File: src/rtl/fetch_pkg.sv
// fetch_pkg: fetch-stage FSM states and shared constants
package fetch_pkg;
   typedef enum logic [1:0] {S_REQ, S_WAIT, S_DROP, S_FULL} state_t;
   localparam logic [31:0] NOP_INSTR = 32'h00000013;
   localparam int PC_INC = 4;
endpackage

File: src/rtl/if_id_reg.sv
// if_id_reg: IF/ID pipeline register with flush (highest priority), hold and load
// ports: clk, reset (async), flush, hold, load, ld_pc/ld_instr in; valid, pc, instr out
module if_id_reg
   import fetch_pkg::*;
#(
   parameter int PC_WIDTH = 9
) (
   input  logic                clk,
   input  logic                reset,
   input  logic                flush,
   input  logic                hold,
   input  logic                load,
   input  logic [PC_WIDTH-1:0] ld_pc,
   input  logic [31:0]         ld_instr,
   output logic                valid,
   output logic [PC_WIDTH-1:0] pc,
   output logic [31:0]         instr
);
   // a flush leaves pc untouched; only valid and instr are cleared
   always_ff @(posedge clk or posedge reset)
      if (reset) begin
         valid <= 1'b0;
         pc    <= '0;
         instr <= NOP_INSTR;
      end else if (flush) begin
         valid <= 1'b0;
         instr <= NOP_INSTR;
      end else if (load && !hold) begin
         valid <= 1'b1;
         pc    <= ld_pc;
         instr <= ld_instr;
      end
endmodule

File: src/rtl/fetch_stage.sv
// fetch_stage: PC register, single-outstanding imem fetch, one-entry skid and IF/ID drive
// ports: clk, reset (async), PCSel/PCBranch redirect, stall in;
//        imem_req_valid/imem_addr out, imem_req_ready, imem_rsp_valid/imem_rsp_data in;
//        if_id_valid/if_id_pc/if_id_instr out
module fetch_stage
   import fetch_pkg::*;
#(
   parameter int                  PC_WIDTH = 9,
   parameter logic [PC_WIDTH-1:0] RESET_PC = '0
) (
   input  logic                clk,
   input  logic                reset,
   input  logic                PCSel,
   input  logic [31:0]         PCBranch,
   input  logic                stall,
   output logic                imem_req_valid,
   input  logic                imem_req_ready,
   output logic [PC_WIDTH-1:0] imem_addr,
   input  logic                imem_rsp_valid,
   input  logic [31:0]         imem_rsp_data,
   output logic                if_id_valid,
   output logic [PC_WIDTH-1:0] if_id_pc,
   output logic [31:0]         if_id_instr
);
   state_t              state, state_n;
   logic [PC_WIDTH-1:0] pc_q, skid_pc;
   logic [31:0]         skid_instr;
   logic                rsp_take;
   logic                unused_branch_hi;
   assign unused_branch_hi = ^PCBranch[31:PC_WIDTH];
   assign rsp_take = state == S_WAIT && imem_rsp_valid;
   always_ff @(posedge clk or posedge reset)
      if (reset) state <= S_REQ;
      else       state <= state_n;
   // a redirect with a response still owed goes to S_DROP so that response is swallowed
   always_comb begin
      state_n = state;
      if (PCSel)
         state_n = ((state == S_WAIT || state == S_DROP) && !imem_rsp_valid) ? S_DROP : S_REQ;
      else
         case (state)
            S_REQ:   state_n = (imem_req_valid && imem_req_ready) ? S_WAIT : S_REQ;
            S_WAIT:  state_n = imem_rsp_valid ? (stall ? S_FULL : S_REQ) : S_WAIT;
            S_DROP:  state_n = imem_rsp_valid ? S_REQ : S_DROP;
            default: state_n = stall ? S_FULL : S_REQ;
         endcase
   end
   always_comb begin
      imem_req_valid = state == S_REQ && !stall && !PCSel && !reset;
      imem_addr      = pc_q;
   end
   always_ff @(posedge clk or posedge reset)
      if (reset)         pc_q <= RESET_PC;
      else if (PCSel)    pc_q <= PCBranch[PC_WIDTH-1:0];
      else if (rsp_take) pc_q <= pc_q + PC_WIDTH'(PC_INC);
   // skid occupancy is implied by S_FULL, so leaving S_FULL empties it
   always_ff @(posedge clk or posedge reset)
      if (reset) begin
         skid_pc    <= '0;
         skid_instr <= NOP_INSTR;
      end else if (rsp_take && stall && !PCSel) begin
         skid_pc    <= pc_q;
         skid_instr <= imem_rsp_data;
      end
   if_id_reg #(.PC_WIDTH(PC_WIDTH)) u_if_id (
      .clk      (clk),
      .reset    (reset),
      .flush    (PCSel),
      .hold     (stall),
      .load     (rsp_take || state == S_FULL),
      .ld_pc    (state == S_FULL ? skid_pc : pc_q),
      .ld_instr (state == S_FULL ? skid_instr : imem_rsp_data),
      .valid    (if_id_valid),
      .pc       (if_id_pc),
      .instr    (if_id_instr)
   );
endmodule

File: config.mk
export PLATFORM = sky130hd
export DESIGN_NAME = fetch_stage
export DESIGN_NICKNAME = d
export VERILOG_FILES = /design/src/rtl/fetch_pkg.sv /design/src/rtl/if_id_reg.sv /design/src/rtl/fetch_stage.sv
export SDC_FILE = /design/constraint.sdc
export NUM_CORES = 1
export LEC_CHECK = 0
export ABC_AREA = 1
export CAP_MARGIN = 25
export CORE_ASPECT_RATIO = 0.9
export CORE_MARGIN = 2
export CORE_UTILIZATION = 52
export DETAILED_ROUTE_END_ITERATION = 16
export GPL_TIMING_DRIVEN = 1
export MAX_ROUTING_LAYER = met4
export PLACE_DENSITY = 0.9
export SYNTH_ARGS = -nofsm -noshare
export SYNTH_HDL_FRONTEND = slang
export SYNTH_SLANG_ARGS = --single-unit
File: constraint.sdc
create_clock -name clk -period 6.3 [get_ports clk]
set_input_delay 1.575 -clock clk [delete_from_list [all_inputs] [get_ports clk]]
set_output_delay 1.575 -clock clk [all_outputs]
set_load 0.02 [all_outputs]
==> impl_metrics.tcl, run 1 <==
set metrics [dict create \
    cellLeakagePower_uw 0.00268 \
    startpoint_type "primary input" \
    combinational_family_with_the_most_area_after_synthesis "simple AND/OR/NAND/NOR gates" \
    timing.max_cap.violations 0 \
    grt_pass1_wl_mm 16.0 \
    drive_gt1_share_pct 5.75 \
    min_period_ps 4900 \
    report.final.setup_viol 0 \
    worst_skew_pair.late_latency_ps 340 \
    drc_errors 0 \
    finalCritPeriodShare_pct 77.8 \
    drt-total-wl_mm 9.40 \
    drt-wirelength-per-cell_um 13.0 \
    dpl.hpwl_mm 6.32 \
    number_of_antenna_violations_at_the_first_check_in_global_routing 0 \
    synth_warnings 0 \
    std_cell_rows 31 \
    top_level_ports 122 \
    largest_net_degree_at_the_start_of_global_routing 85 \
    drt-pass1-iter-count 5 \
    tritoncts "yes" \
    cts_hold_repair.buffers 0 \
    floorplan.die.height_um 90.4 \
    vias 3677 \
    grt_overflow 0 \
    worst-path-max-fanout 14 \
    drv_slew 0 \
    crit_arrival_ps 3330 \
    unrepaired_setup_endpoints_after_global_routing "no" \
    grt_pass1_vias 3557 \
    critPathCaptureType "primary output" \
    fin_nets 696 \
    cts_htree_levels 3 \
    placedCellCount 708 \
    power_density_mw_per_mm2 231 \
    avgSynthCellArea_sq_um 8.04 \
    buffer_ports.inserted 98 \
    tightestPinTransition_ps 742 \
    yosys_cell_types 25 \
    fin_setup_tns_ps 0 \
    power_uw 1270 \
    report.final.hold_viol_count 0 \
    postSynthNetCount 611 \
    min_path_type "reg2reg" \
    timing.clock.skew_ps 13.9 \
    num_antenna_cells 0 \
    clock_tree.buffer_depth 2 \
    clock.fmax_mhz 204 \
    synth_mux_area_share_pct 0 \
    clkTransAtPathRegs_ps 90 \
    vias_per_cell 5.07 \
    netlist_area_sq_mm 0.00431 \
    stdcell_count 725 \
    final.fill_count 633 \
    detail_route.iter0.violations 213 \
    slew-limit-headroom_pct 50.6 \
    cts-buffers-inserted 9 \
    cts_resized 0 \
    synthSimpleGateAreaFrac_pct 23.9 \
    area_of_the_core_region_sq_mm 0.00807 \
    cts_root_buf "clkbuf_8" \
    share_of_synthesized_cell_area_in_full_adder_half_adder_and_majority_cells_pct 1.45 \
    routabilityCongestion 0.891 \
    start_util_pct 53.4 \
    grt.total_usage_pct 21.9 \
    run_status "finished clean" \
    synth_xor_xnor_area_share_pct 0 \
    die-width_um 100 \
    seq_area_frac_synth_pct 54.7 \
    netlist_instances 536 \
    cts_setup_buffers 0 \
    timing.critical_path.required_ps 4720 \
    detail-route-antenna-nets 0 \
    criticalPathCategory "in2out" \
    synth-compound-area-share_pct 11.5 \
    die_area_sq_mm 0.00904 \
    area_growth_syn_to_layout_pct 27.7 \
    cts_num_sinks 94 \
    synth_seq_cells 94 \
    ir_drop_mv 0.130 \
]
[layer usage]
metal | wire length, um | vias to the layer above | global-route usage (%)
met5 | 0 | - | -
met4 | 82 | 0 | 6.96
met3 | 470 | 11 | 1.86
met2 | 4680 | 132 | 35.9
met1 | 4170 | 1704 | 29.2
li1 | - | 1830 | -
[power breakdown]
group	switching, uW	total (uW)	internal [uW]
Combinational	96.3	181	84.6
Sequential	30.4	679	649
Clock	204	411	207
Total	331	1270	940
[through the flow]
step	hold WS [ps]	util, %	cell area [sq um]	setup slack, ps
floorplan	453	-	4310	2270
global placement	453	65.4	5270	1410
detailed placement	458	65.4	5270	1410
CTS	479	68.0	5480	1400
global route	490	68.2	5500	1210
finish	477	68.2	5500	1400
[Yosys cell counts (all sizes together)]
cell type,instances,area share [%]
nand3,14,1.6
nand2,227,20
o21bai,2,0.35
buf,19,3.0
o22ai,1,0.15
nor2,16,1.6
a21oi,3,0.35
nand4,2,0.29
a31oi,1,0.15
clkbuf,8,0.78
o211ai,1,0.17
dfrtp,88,51
o21ai,89,10
ha,5,1.5
nor3,1,0.12
dfstp,6,3.7
inv,53,4.6
[placed cells by master, fill, tap and decap left out, types with 2 or more instances in the layout]
| cell | Yosys | routed |
|---|---|---|
| a21oi_1 | 3 | 3 |
| buf_4 | 1 | 2 |
| clkbuf_8 | 0 | 11 |
| clkdlybuf4s50_1 | 0 | 98 |
| clkinv_4 | 0 | 2 |
| dfrtp_1 | 88 | 88 |
| dfstp_2 | 6 | 6 |
| ha_1 | 5 | 4 |
| inv_1 | 50 | 49 |
| inv_2 | 3 | 3 |
| nand2_1 | 221 | 221 |
| nand2_2 | 4 | 4 |
| nand2_4 | 2 | 2 |
| nand3_1 | 14 | 14 |
| nand4_1 | 2 | 2 |
| nor2_1 | 15 | 15 |
| o21ai_0 | 71 | 71 |
| o21ai_1 | 18 | 18 |
| o21bai_1 | 2 | 2 |
[registers in the layout (all words and copies together), names as in the netlist]
signal and count:
imem_addr 9, skid_instr 32, skid_pc 9, state 2
u_if_id.instr 32, u_if_id.pc 9, u_if_id.valid 1
[path summary, 6_finish.rpt]
path                              startpoint                end  slack (ps)  depth (start not counted)
setup reg to reg                    state[0]  u_if_id.instr[12]        3860                          8
setup / recovery                       PCSel     imem_req_valid        1400                          5
hold reg to reg            u_if_id.instr[23]  u_if_id.instr[23]         480                          2
max in group asynchronous              reset      skid_instr[4]        3730                          4
min in group asynchronous              reset      skid_instr[3]        1540                          2
hold / removal             u_if_id.instr[23]  u_if_id.instr[23]         480                          2
[worst max-delay path: stages]
cell	delay, ps
clkdlybuf4s50_1	670
nor2_1	310
nand2_1	80
nor2_1	90
clkdlybuf4s50_1	610
[area by class of cell]
| type | instances | area, sq um | share of cell area [%] |
|---|---|---|---|
| inverters | 53 | 201 | 3.66 |
| flip-flops and latches | 94 | 2360 | 42.9 |
| well taps | 99 | 124 | 2.25 |
| clock inverters | 4 | 55.1 | 1.00 |
| repair buffers | 101 | 1020 | 18.5 |
| clock buffers | 12 | 155 | 2.82 |
| multi-input cells | 362 | 1590 | 28.9 |
[cell families after synthesis]
| family | count (synthesis) |
|---|---|
| simple gates | 260 |
| buf+inv | 80 |
| flops | 94 |
| fa+ha+maj | 5 |
| compound gates | 97 |
Note: power is estimated with default switching activity, not from simulation.
==> run 2, diff against run 1 <==
CORE_UTILIZATION = 43   (was 52)
PLACE_DENSITY = 0.8   (was 0.9)
clock period = 4.4 ns   (was 6.3 ns; I/O delays follow)
==> impl_metrics.tcl, run 2 (synthesis results as in run 1) <==
set metrics [dict create \
    detail-route-antenna-nets 0 \
    cts_htree_levels 3 \
    finalCritPeriodShare_pct 85.1 \
    report.final.setup_viol 0 \
    drv_slew 0 \
    clock_tree.buffer_depth 2 \
    drc_errors 0 \
    start_util_pct 44.5 \
    clkTransAtPathRegs_ps 100 \
    worst-path-max-fanout 6 \
    timing.reg2reg.setup_slack_ps 2360 \
    number_of_antenna_violations_at_the_first_check_in_global_routing 0 \
    critPathCaptureType "primary output" \
    area_of_the_core_region_sq_mm 0.00970 \
    layout.cells.most_common "nand2_1" \
    timing.max_cap.violations 0 \
    grt_pass1_vias 3561 \
    mostFrequentLayoutCells "221 x nand2_1, 98 x clkdlybuf4s50_1, 88 x dfrtp_1" \
    timing.clock.skew_ps 13.7 \
    run_status "finished clean" \
    report.final.hold_viol_count 0 \
    final.fill_count 907 \
    worst_skew_pair.late_latency_ps 350 \
    dpl.hpwl_mm 6.25 \
    criticalPathCategory "in2out" \
    drt-wirelength-per-cell_um 12.3 \
    timing.critical_path.required_ps 3300 \
    vias 3574 \
    num_antenna_cells 0 \
    min_path_type "reg2reg" \
    detail_route.iter0.violations 170 \
    unrepaired_setup_endpoints_after_global_routing "no" \
    area_growth_syn_to_layout_pct 27.3 \
    crit_start "stall" \
    drive_gt1_share_pct 5.75 \
    drt-pass1-iter-count 5 \
    clock.fmax_mhz 267 \
    die_area_sq_mm 0.0108 \
    largestRegisters "skid_instr (32), u_if_id.instr (32)" \
    min_period_ps 3740 \
    cts_resized 0 \
    cts_hold_repair.buffers 0 \
    routabilityCongestion 0.872 \
    cts_setup_buffers 0 \
    grt_overflow 0 \
    startpoint_type "primary input" \
    cts-buffers-inserted 9 \
    fin_setup_tns_ps 0 \
    std_cell_rows 34 \
    drt-total-wl_mm 9.25 \
    floorplan.die.height_um 99.0 \
    grt.total_usage_pct 19.1 \
    slew-limit-headroom_pct 49.8 \
    r2r-end "u_if_id.instr[25]" \
    reg2reg_depth 8 \
    crit_arrival_ps 2640 \
    largest_net_degree_at_the_start_of_global_routing 84 \
    tightestPinTransition_ps 753 \
    top_level_ports 122 \
    start_of_the_worst_register_to_register_path "state[1]" \
    power_uw 1750 \
    fin_nets 696 \
    die-width_um 110 \
    grt_pass1_wl_mm 16.0 \
    vias_per_cell 4.75 \
    cellLeakagePower_uw 0.00266 \
    setup.worst_path.end "imem_req_valid" \
    cts_num_sinks 94 \
    buffer_ports.inserted 98 \
    power_density_mw_per_mm2 318 \
    ir_drop_mv 0.190 \
    tritoncts "yes" \
    cts_root_buf "clkbuf_8" \
]
-- run 2: cell types whose count changed in the layout (fill, tap and decap cells not counted) --
| cell | previous run | this run |
|---|---|---|
| clkinv_4 | 2 | 1 |
| clkbuf_8 | 11 | 9 |
| buf_12 | 1 | 0 |
| bufinv_16 | 1 | 0 |
| clkinvlp_4 | 1 | 2 |
| buf_4 | 2 | 3 |
| clkinv_2 | 0 | 1 |
| inv_6 | 0 | 2 |
-- run 2: final cells by class --
| type | count | area, sq um | share of cell area (%) |
|---|---|---|---|
| inverters | 53 | 201 | 3.67 |
| clock inverters | 6 | 46.3 | 0.843 |
| repair buffers | 101 | 1000 | 18.3 |
| well taps | 126 | 158 | 2.87 |
| clock buffers | 10 | 128 | 2.33 |
| flip-flops and latches | 94 | 2360 | 43.0 |
| multi-input cells | 362 | 1590 | 29.0 |
-- run 2: worst min path at each step --
stage                 startpoint                end  slack [ps]  cells past startpoint
6_report       u_if_id.instr[20]  u_if_id.instr[20]         480                      2
5_1_grt            skid_instr[1]      skid_instr[1]         500                      2
4_1_cts        u_if_id.instr[19]  u_if_id.instr[19]         480                      2
3_5_place_dp    u_if_id.instr[2]   u_if_id.instr[2]         460                      2
3_3_place_gp   u_if_id.instr[19]  u_if_id.instr[19]         450                      2
2_1_floorplan     skid_instr[12]     skid_instr[12]         450                      2
-- run 2: layer usage --
metal | up-vias | part of all wire, % | global-route usage (%)
li1 | 1833 | - | -
met4 | 0 | 2.0 | 7.50
met1 | 1638 | 47 | 24.6
met5 | - | 0 | -
met2 | 86 | 47 | 30.7
met3 | 17 | 4.1 | 2.38
-- run 2: worst max-delay path, stage by stage --
cell and delay (ps):
clkdlybuf4s50_1 530, nor2_1 240, nand2_1 70, nor2_1 90, clkdlybuf4s50_1 610
-- run 2: power breakdown --
part | internal [uW] | leakage [uW] | switching (uW) | total, uW
Clock | 210 | 0.0000833 | 309 | 519
Sequential | 929 | 0.00126 | 42.2 | 971
Combinational | 120 | 0.00132 | 135 | 255
-- run 2: stage by stage --
step / util [%] / area [sq um] / cells / hold WS (ps) / setup slack [ps]
after floorplan: - / 4310 / 536 / 453 / 842
after global placement: 54.8 / 5320 / 736 / 453 / 677
after detailed placement: 54.8 / 5320 / 736 / 458 / 661
after CTS: 56.6 / 5490 / 752 / 481 / 648
after global routing: 56.6 / 5490 / 752 / 502 / 530
final: 56.6 / 5490 / 752 / 477 / 656
